[config.mk]
export PLATFORM = sky130hd
export DESIGN_NAME = select_wakeup_pipeline
export DESIGN_NICKNAME = d
export VERILOG_FILES = /design/src/rtl/select_wakeup_pipeline_pkg.sv /design/src/rtl/select_wakeup_pipeline_lane_pipe.sv /design/src/rtl/select_wakeup_pipeline.sv
export SDC_FILE = /design/constraint.sdc
export NUM_CORES = 1
export LEC_CHECK = 0
export CORE_AREA = 2 2 110 112
export CTS_CLUSTER_DIAMETER = 30
export CTS_CLUSTER_SIZE = 20
export DETAILED_ROUTE_END_ITERATION = 16
export DIE_AREA = 0 0 112 114
export GPL_TIMING_DRIVEN = 0
export PLACE_DENSITY = 0.79
export REMOVE_ABC_BUFFERS = 1
export SYNTH_ARGS = -nofsm -noshare
export SYNTH_HDL_FRONTEND = slang
export SYNTH_SLANG_ARGS = --single-unit
[constraint.sdc]
create_clock -name clk -period 3.4 [get_ports clk]
set_input_delay 0.68 -clock clk [delete_from_list [all_inputs] [get_ports clk]]
set_output_delay 0.68 -clock clk [all_outputs]
set_load 0.02 [all_outputs]
[src/rtl/select_wakeup_pipeline_pkg.sv]
// rtl/select_wakeup_pipeline_pkg.sv - shared scheduler types and pipeline constants
package SchedulerTypes;

  localparam int ISSUE_WIDTH  = 4;
  localparam int WAKEUP_WIDTH = 3;
  localparam int ENTRY_NUM    = 16;
  localparam int IDX_W        = $clog2(ENTRY_NUM);
  localparam int WAKEUP_LAT   = 1;
  localparam int RELEASE_LAT  = 2;
  localparam int INFLIGHT_W   = $clog2(ISSUE_WIDTH * RELEASE_LAT + 1);

  typedef logic [IDX_W-1:0]     IssueQueueIndexPath;
  typedef logic [ENTRY_NUM-1:0] IssueQueueOneHotPath;

  typedef struct packed {
    logic                valid;
    IssueQueueIndexPath  ptr;
    IssueQueueOneHotPath vec;
  } WakeupStageEntry;

  function automatic IssueQueueOneHotPath idx_to_onehot(input IssueQueueIndexPath p);
    return IssueQueueOneHotPath'(1) << p;
  endfunction

endpackage

[src/rtl/select_wakeup_pipeline_lane_pipe.sv]
// rtl/select_wakeup_pipeline_lane_pipe.sv - one issue lane's stage chain (WAKEUP_CANCEL_EN adds cancel)
module wakeup_lane_pipe
  import SchedulerTypes::*;
(
  input  logic                   clk_i,
  input  logic                   rst_ni,
  input  logic                   stall_i,
  input  logic                   flush_i,
  input  logic                   sel_valid_i,
  input  IssueQueueIndexPath     sel_ptr_i,
  input  IssueQueueOneHotPath    sel_vec_i,
`ifdef WAKEUP_CANCEL_EN
  input  IssueQueueOneHotPath    cancel_vec_i,
`endif
  output logic                   wk_fire_o,
  output IssueQueueIndexPath     wk_ptr_o,
  output IssueQueueOneHotPath    wk_vec_o,
  output logic                   rl_fire_o,
  output IssueQueueIndexPath     rl_ptr_o,
  output logic [RELEASE_LAT-1:0] valid_d_o
);

  WakeupStageEntry [RELEASE_LAT-1:0] s_q, s_d;
  logic            [RELEASE_LAT-1:0] kill;

  always_comb begin
    kill = '0;
`ifdef WAKEUP_CANCEL_EN
    for (int k = 0; k < RELEASE_LAT; k++) begin
      kill[k] = s_q[k].valid & (|(s_q[k].vec & cancel_vec_i));
    end
`endif
    s_d = s_q;
    for (int k = 0; k < RELEASE_LAT; k++) begin
      s_d[k].valid = s_q[k].valid & ~kill[k];
    end
    if (!stall_i) begin
      s_d[0].valid = sel_valid_i;
      s_d[0].ptr   = sel_ptr_i;
      s_d[0].vec   = sel_vec_i;
      for (int k = 1; k < RELEASE_LAT; k++) begin
        s_d[k]       = s_q[k-1];
        s_d[k].valid = s_q[k-1].valid & ~kill[k-1];
      end
    end
    // Flush wins over both hold and capture.
    if (flush_i) begin
      for (int k = 0; k < RELEASE_LAT; k++) begin
        s_d[k].valid = 1'b0;
      end
    end
    for (int k = 0; k < RELEASE_LAT; k++) begin
      valid_d_o[k] = s_d[k].valid;
    end
  end

  always_ff @(posedge clk_i or negedge rst_ni) begin
    if (!rst_ni) begin
      s_q <= '0;
    end else begin
      s_q <= s_d;
    end
  end

  // Outputs are gated by stall so a held stage never re-fires.
  assign wk_fire_o = s_q[WAKEUP_LAT-1].valid & ~stall_i;
  assign wk_ptr_o  = s_q[WAKEUP_LAT-1].ptr;
  assign wk_vec_o  = wk_fire_o ? s_q[WAKEUP_LAT-1].vec : '0;
  assign rl_fire_o = s_q[RELEASE_LAT-1].valid & ~stall_i;
  assign rl_ptr_o  = s_q[RELEASE_LAT-1].ptr;

`ifndef WAKEUP_CANCEL_EN
  logic unused_tail_vec;
  assign unused_tail_vec = ^s_q[RELEASE_LAT-1].vec;
`endif

endmodule

[src/rtl/select_wakeup_pipeline.sv]
// rtl/select_wakeup_pipeline.sv - select-to-wakeup/release delay pipeline (WAKEUP_CANCEL_EN adds cancelVector)
module select_wakeup_pipeline
  import SchedulerTypes::*;
(
  input  logic                                      clk,
  input  logic                                      rst,
  input  logic                                      stall,
  input  logic                                      flush,
  input  logic [ISSUE_WIDTH-1:0]                    selected,
  input  logic [ISSUE_WIDTH-1:0][IDX_W-1:0]         selectedPtr,
  input  logic [ISSUE_WIDTH-1:0][ENTRY_NUM-1:0]     selectedVector,
`ifdef WAKEUP_CANCEL_EN
  input  logic [ENTRY_NUM-1:0]                      cancelVector,
`endif
  output logic [WAKEUP_WIDTH-1:0]                   wakeup,
  output logic [ISSUE_WIDTH-1:0][IDX_W-1:0]         wakeupPtr,
  output logic [ISSUE_WIDTH-1:0][ENTRY_NUM-1:0]     wakeupVector,
  output logic [ISSUE_WIDTH-1:0]                    releaseEntry,
  output logic [ISSUE_WIDTH-1:0][IDX_W-1:0]         releasePtr,
  output logic [INFLIGHT_W-1:0]                     inFlight
);

  logic [ISSUE_WIDTH-1:0]                  wk_fire;
  logic [ISSUE_WIDTH-1:0][RELEASE_LAT-1:0] valid_d;
  logic [INFLIGHT_W-1:0]                   in_flight_d, in_flight_q;

  for (genvar l = 0; l < ISSUE_WIDTH; l++) begin : g_lane
    wakeup_lane_pipe u_lane (
      .clk_i        (clk),
      .rst_ni       (rst),
      .stall_i      (stall),
      .flush_i      (flush),
      .sel_valid_i  (selected[l] & ~flush),
      .sel_ptr_i    (selectedPtr[l]),
      .sel_vec_i    (selectedVector[l]),
`ifdef WAKEUP_CANCEL_EN
      .cancel_vec_i (cancelVector),
`endif
      .wk_fire_o    (wk_fire[l]),
      .wk_ptr_o     (wakeupPtr[l]),
      .wk_vec_o     (wakeupVector[l]),
      .rl_fire_o    (releaseEntry[l]),
      .rl_ptr_o     (releasePtr[l]),
      .valid_d_o    (valid_d[l])
    );
  end

  // Lanes above WAKEUP_WIDTH still carry ptr/vector but never raise wakeup.
  assign wakeup = wk_fire[WAKEUP_WIDTH-1:0];
  if (WAKEUP_WIDTH < ISSUE_WIDTH) begin : g_no_wake
    logic unused_wk_fire;
    assign unused_wk_fire = ^wk_fire[ISSUE_WIDTH-1:WAKEUP_WIDTH];
  end

  always_comb begin
    in_flight_d = '0;
    for (int l = 0; l < ISSUE_WIDTH; l++) begin
      for (int k = 0; k < RELEASE_LAT; k++) begin
        in_flight_d = in_flight_d + INFLIGHT_W'(valid_d[l][k]);
      end
    end
  end

  always_ff @(posedge clk or negedge rst) begin
    if (!rst) begin
      in_flight_q <= '0;
    end else begin
      in_flight_q <= in_flight_d;
    end
  end

  assign inFlight = in_flight_q;

  always @(posedge clk) begin
    if (rst) begin
      assert (RELEASE_LAT >= WAKEUP_LAT) else $error("RELEASE_LAT below WAKEUP_LAT");
      for (int l = 0; l < ISSUE_WIDTH; l++) begin
        if (selected[l]) begin
          assert (selectedVector[l] == idx_to_onehot(selectedPtr[l]))
            else $error("selectedVector lane %0d not one-hot of selectedPtr", l);
        end
      end
      for (int a = 0; a < ISSUE_WIDTH; a++) begin
        for (int b = a + 1; b < ISSUE_WIDTH; b++) begin
          assert (!(selected[a] && selected[b] && selectedPtr[a] == selectedPtr[b]))
            else $error("entry selected on lanes %0d and %0d", a, b);
        end
      end
    end
  end

endmodule

==> results of run 1 <==
-- worst paths after layout --
check | cells after the start | slack, ns | start | endpoint
worst min-delay path | 1 | 0.38 | rst | g_lane[2].u_lane.s_q[7]
min in group clk | 1 | 0.50 | g_lane[3].u_lane.s_q[3] | g_lane[3].u_lane.s_q[3]
worst min register to register | 1 | 0.50 | g_lane[3].u_lane.s_q[3] | g_lane[3].u_lane.s_q[3]
worst max-delay path | 12 | 0.14 | stall | inFlight[1]
max in group asynchronous | 2 | 2.32 | rst | g_lane[3].u_lane.s_q[3]
worst max register to register | 11 | 0.28 | g_lane[1].u_lane.s_q[20] | inFlight[1]
-- per-layer routing --
| metal | global-route usage (%) | wire [um] |
|---|---|---|
| met1 | 19.74 | 4256 |
| met2 | 30.42 | 5629 |
| met3 | 5.473 | 756 |
| met4 | 6.341 | 157 |
| met5 | 0 | 0 |
-- state kept, by name, summed over array words and instances (netlist names) --
name and cells:
g_lane.u_lane.wk_ptr_o 16, g_lane.u_lane.rl_ptr_o 16, g_lane.u_lane.s_q 72, inFlight 4
-- per-stage QoR --
step                TNS [ns]  worst slack [ns]
global placement     -717.24            -4.179
CTS                        0          0.007805
detailed placement    -7.177            -1.004
floorplan                  0            0.1813
finish                     0            0.1365
global route               0           0.02005
-- Yosys cell counts (3+ instances only) --
library cell / count
dfrtp_1: 108
nor2b_1: 7
mux2i_1: 6
buf_4: 48
nor2_1: 6
buf_2: 3
and2_1: 64
ha_1: 3
fa_1: 4
inv_1: 7
mux2_2: 96
a21oi_1: 3
-- layout make-up --
type / instances / area (sq um)
clock buffers: 11 / 242.7
multi-input cells: 199 / 1828
well taps: 147 / 183.9
inverters: 8 / 30.03
clock inverters: 4 / 97.59
repair buffers: 201 / 2145
flip-flops and latches: 108 / 2703
fillers: 949 / 4482
-- repair_timing --
item,in CTS,in global routing
hold buffers,0,0
endpoints found under the setup margin,38,2
resized for setup,5,9
pin swaps,0,4
setup buffers,0,1
cloned,4,1
-- power breakdown --
part           leakage, nW  internal, mW  switching, mW  total (mW)
combinational         1.61         0.374          0.262       0.636
clock                0.162         0.736          0.440        1.18
sequential            1.28          1.42         0.0629        1.48
-- logic make-up (layout without fill, tap and decap cells) --
family	Yosys count	after routing	share of synthesized area, %
compound gates	5	5	0.6039
xor+xnor	1	1	0.1762
fa+ha+maj	7	7	2.366
buf+inv	64	224	9.237
flops	108	108	54.37
mux	102	102	22.96
simple gates	84	84	10.29
==> run_results.csv, run 1 <==
group,metric,value,unit
critical_path,slowest_delay,0.56,ns
timing,hold_viol_final,0,
clock_network,cts_tree,"built",
critical_path,worst_ep_arrival_time,3.50,ns
yosys,yosysSeqAreaShare,54.37,%
timing,rsz0062_at_grt,"no",
floorplan,pin_count,195,
critical_path,crit_required,3.63,ns
floorplan,die_x,112,um
timing,hold_ws,0.3775,ns
power,pwr_density_cell,455.7,mW/mm^2
global_route,grt_max_degree,57,
detailed_routing,avgRoutedWirePerCell,15.93,um
finish,diodes,0,
finish,fin_nets,622,
clock_network,path_clk_slew,0.07,ns
timing,fin_worst_skew,0.003939,ns
yosys,synth-main-ff-cell,"dfrtp_1",
power,power.total,3.295,mW
placed_design,portBuffers,194,
detailed_routing,drt_iter0_drc,117,
yosys,synth_edf_count,0,
power,irDropWorstVdd,0.0002611,V
clock_network,cts_sinks,108,
yosys,async_reset_ff_share,100.0,%
finish,final_cell_area,0.007229,sq mm
global_route,grtUsageTotal,17.23,%
finish,post-route-util,61.73,%
finish,final_common_cell,"clkdlybuf4s50_1",
critical_path,crit_path_cell_trace,"buf_16 > mux2i_2 > nor2_1 > fa_1 > inv_2 > fa_1 > fa_1 > inv_1 > ha_2 > inv_1 > fa_2 > inv_1",
yosys,ys_seq_elements,108,
yosys,synth.distinct_cells,23,
yosys,synth_area_leaders,"dfrtp_1 54%, mux2_2 22%, and2_1 8.1%",
finish,drive_gt1_share,24.29,%
yosys,synth_top_area_share,54.37,%
global_route,grt_pass1_wl,17290,um
critical_path,startpoint_type,"input pin",
placed_design,dp.cells,658,
detailed_routing,drc_errors,0,
power,power_leakage,3.052,nW
placed_design,place_area,0.006718,sq mm
yosys,syn_area_per_cell,13.40,sq um
timing,fmax,306.4,MHz
clock_network,clk_path_buf_depth,2,
critical_path,end_kind,"flip-flop",
finish,final_cell_mix,"190 x clkdlybuf4s50_1, 108 x dfrtp_1, 96 x mux2_2",
floorplan,fp.dieH,114,um
detailed_routing,drtAntennaViolNets,0,
clock_network,clock-root-buffer,"clkbuf_16",
detailed_routing,dr_total_vias,3209,
job,cap_violations,0,
detailed_routing,via_per_inst,4.733,
critical_path,worst-path-max-fanout,15,
timing,slew_headroom,41.12,%
yosys,synthesis.instances,371,
timing,fin_crit_sh,95.98,%
yosys,yosysTopAreaCell,"dfrtp_1",
global_route,grt_pass1_vias,3471,
clock_network,insertion_delay,0.34,ns
floorplan,die-area,0.01277,sq mm
timing,setup_viol,0,
placed_design,place_hpwl,7400,um
yosys,synth_area,0.004971,sq mm
clock_network,htree_levels,3,
global_route,overflow,0,
floorplan,core,0.01171,sq mm
critical_path,crit_buf_inv,5,
detailed_routing,firstDrtPassIters,3,
critical_path,cpLargestDelayFamily,"adder cells",
floorplan,row_count,40,
clock_network,numCtsBuffers,9,
placed_design,place.gp.congestion,0.7485,
timing,tightest_slew,0.8814,ns
outcome,outcome,"finished clean",
timing,min_period,3.263,ns
critical_path,slowest_stage,"fa_1",
timing,maxSlewViolCount,0,
min_path,worstHoldPathType,"in2async",
global_route,antenna_found_initial,0,
detailed_routing,routed_wl,10800,um
finish,areaGrowthSynthToFinish,45.43,%
floorplan,start_util,42.45,%
yosys,yosys_warnings,0,
critical_path,path_class,"in2reg",
finish,fin_cells,678,
(Power assumes the default switching activity.)
==> run 2, diff against run 1 <==
--- a/config.mk
+++ b/config.mk
@@ -11,6 +11,7 @@
 export DETAILED_ROUTE_END_ITERATION = 16
 export DIE_AREA = 0 0 112 114
 export GPL_TIMING_DRIVEN = 0
+export MAX_ROUTING_LAYER = met4
 export PLACE_DENSITY = 0.79
 export REMOVE_ABC_BUFFERS = 1
 export SYNTH_ARGS = -nofsm -noshare
==> run_results.csv, run 2 (synthesized netlist as in run 1, its figures left out) <==
group,metric,value,unit
critical_path,path_class,"in2reg",
power,power.total,3.298,mW
finish,fin_nets,622,
clock_network,clock-root-buffer,"clkbuf_16",
outcome,outcome,"finished clean",
clock_network,numCtsBuffers,9,
critical_path,end_kind,"flip-flop",
clock_network,insertion_delay,0.34,ns
timing,slew_headroom,41.81,%
floorplan,row_count,40,
finish,drive_gt1_share,24.29,%
finish,largest_reg_flops,72,
timing,setup_viol,0,
global_route,overflow,0,
global_route,grtUsageTotal,17.69,%
placed_design,place_hpwl,7400,um
clock_network,cts_sinks,108,
global_route,grt_pass1_wl,17210,um
floorplan,die-area,0.01277,sq mm
clock_network,clk_path_buf_depth,2,
detailed_routing,avgRoutedWirePerCell,15.94,um
critical_path,worst_ep_arrival_time,3.49,ns
timing,fmax,307.2,MHz
finish,largest-register,"g_lane.u_lane.s_q",
placed_design,portBuffers,194,
job,cap_violations,0,
floorplan,pin_count,195,
clock_network,hold_buffers,0,
clock_network,htree_levels,3,
detailed_routing,firstDrtPassIters,3,
finish,areaGrowthSynthToFinish,45.43,%
power,irDropWorstVdd,0.0002617,V
finish,post-route-util,61.73,%
finish,fin_cells,678,
placed_design,place_ws,-1.004,ns
detailed_routing,drt_iter0_drc,113,
timing,tightest_slew,0.8710,ns
global_route,antenna_found_initial,0,
floorplan,start_util,42.45,%
timing,min_period,3.255,ns
detailed_routing,routed_wl,10810,um
placed_design,dp.cells,658,
global_route,grt_pass1_vias,3496,
global_route,grt_max_degree,57,
finish,diodes,0,
timing,rsz0062_at_grt,"no",
floorplan,core,0.01171,sq mm
floorplan,die_x,112,um
clock_network,cts_tree,"built",
detailed_routing,drtAntennaViolNets,0,
min_path,worstHoldPathType,"in2async",
finish,fillCellCount,949,
critical_path,startpoint_type,"input pin",
power,pwr_density_cell,456.2,mW/mm^2
timing,fin_worst_skew,0.003144,ns
critical_path,crit_required,3.64,ns
detailed_routing,dr_total_vias,3218,
timing,hold_ws,0.3741,ns
critical_path,worst-path-max-fanout,15,
finish,final_common_cell,"clkdlybuf4s50_1",
timing,setup_ws,0.1452,ns
clock_network,path_clk_slew,0.07,ns
placed_design,place.gp.congestion,0.7580,
detailed_routing,via_per_inst,4.746,
timing,maxSlewViolCount,0,
timing,hold_viol_final,0,
detailed_routing,drc_errors,0,
floorplan,fp.dieH,114,um
timing,fin_crit_sh,95.73,%
finish,final_cell_mix,"190 x clkdlybuf4s50_1, 108 x dfrtp_1, 96 x mux2_2",
power,power_leakage,3.052,nW
run 2: repair_timing:
item,CTS,global route
buffers inserted,0,1
gates resized for setup,5,9
endpoints found under the setup margin,38,2
gates cloned,4,1
pin swaps,0,4
run 2: final timing paths:
kind	to	cells past startpoint	slack (ns)	from
max in group asynchronous	g_lane[3].u_lane.s_q[3]	2	2.32	rst
min in group clk	g_lane[3].u_lane.s_q[3]	1	0.50	g_lane[3].u_lane.s_q[3]
min	g_lane[2].u_lane.s_q[7]	1	0.37	rst
max reg2reg	inFlight[1]	11	0.28	g_lane[1].u_lane.s_q[20]
max	inFlight[1]	12	0.15	stall
min reg2reg	g_lane[3].u_lane.s_q[3]	1	0.50	g_lane[3].u_lane.s_q[3]
run 2: cell type report:
class | count | area (sq um) | area share [%]
Inverter | 8 | 30.03 | 0.4154
Timing Repair Buffer | 201 | 2145 | 29.66
Sequential cell | 108 | 2703 | 37.38
Tap cell | 147 | 183.9 | 2.544
Clock buffer | 11 | 242.7 | 3.358
Multi-Input combinational cell | 199 | 1828 | 25.29
Clock inverter | 4 | 97.59 | 1.350
run 2: report_power, final:
| group | total (mW) | switching (mW) | internal [mW] |
|---|---|---|---|
| registers | 1.48 | 0.0629 | 1.42 |
| logic | 0.636 | 0.262 | 0.374 |
| clock network | 1.18 | 0.443 | 0.736 |
run 2: per-stage QoR:
step	TNS (ns)	area (sq um)
after floorplan	0	4542
after global placement	-717.24	6668
after detailed placement	-7.177	6718
after CTS	0	7207
after global routing	0	7229
final	0	7229
run 2: worst max-delay path: stages:
cell,delay [ns]
buf_16,0.13
mux2i_2,0.21
nor2_1,0.09
fa_1,0.56
inv_2,0.04
fa_1,0.52
fa_1,0.41
inv_1,0.07
ha_2,0.17
inv_1,0.05
fa_2,0.51
inv_1,0.04
run 2: layer usage:
metal	part of all wire, %	vias up	GRT usage, %
li1	-	1492	-
met1	40	1604	20.02
met3	6.3	13	4.623
met2	52	109	30.55
met5	0	-	-
met4	1.5	0	6.341
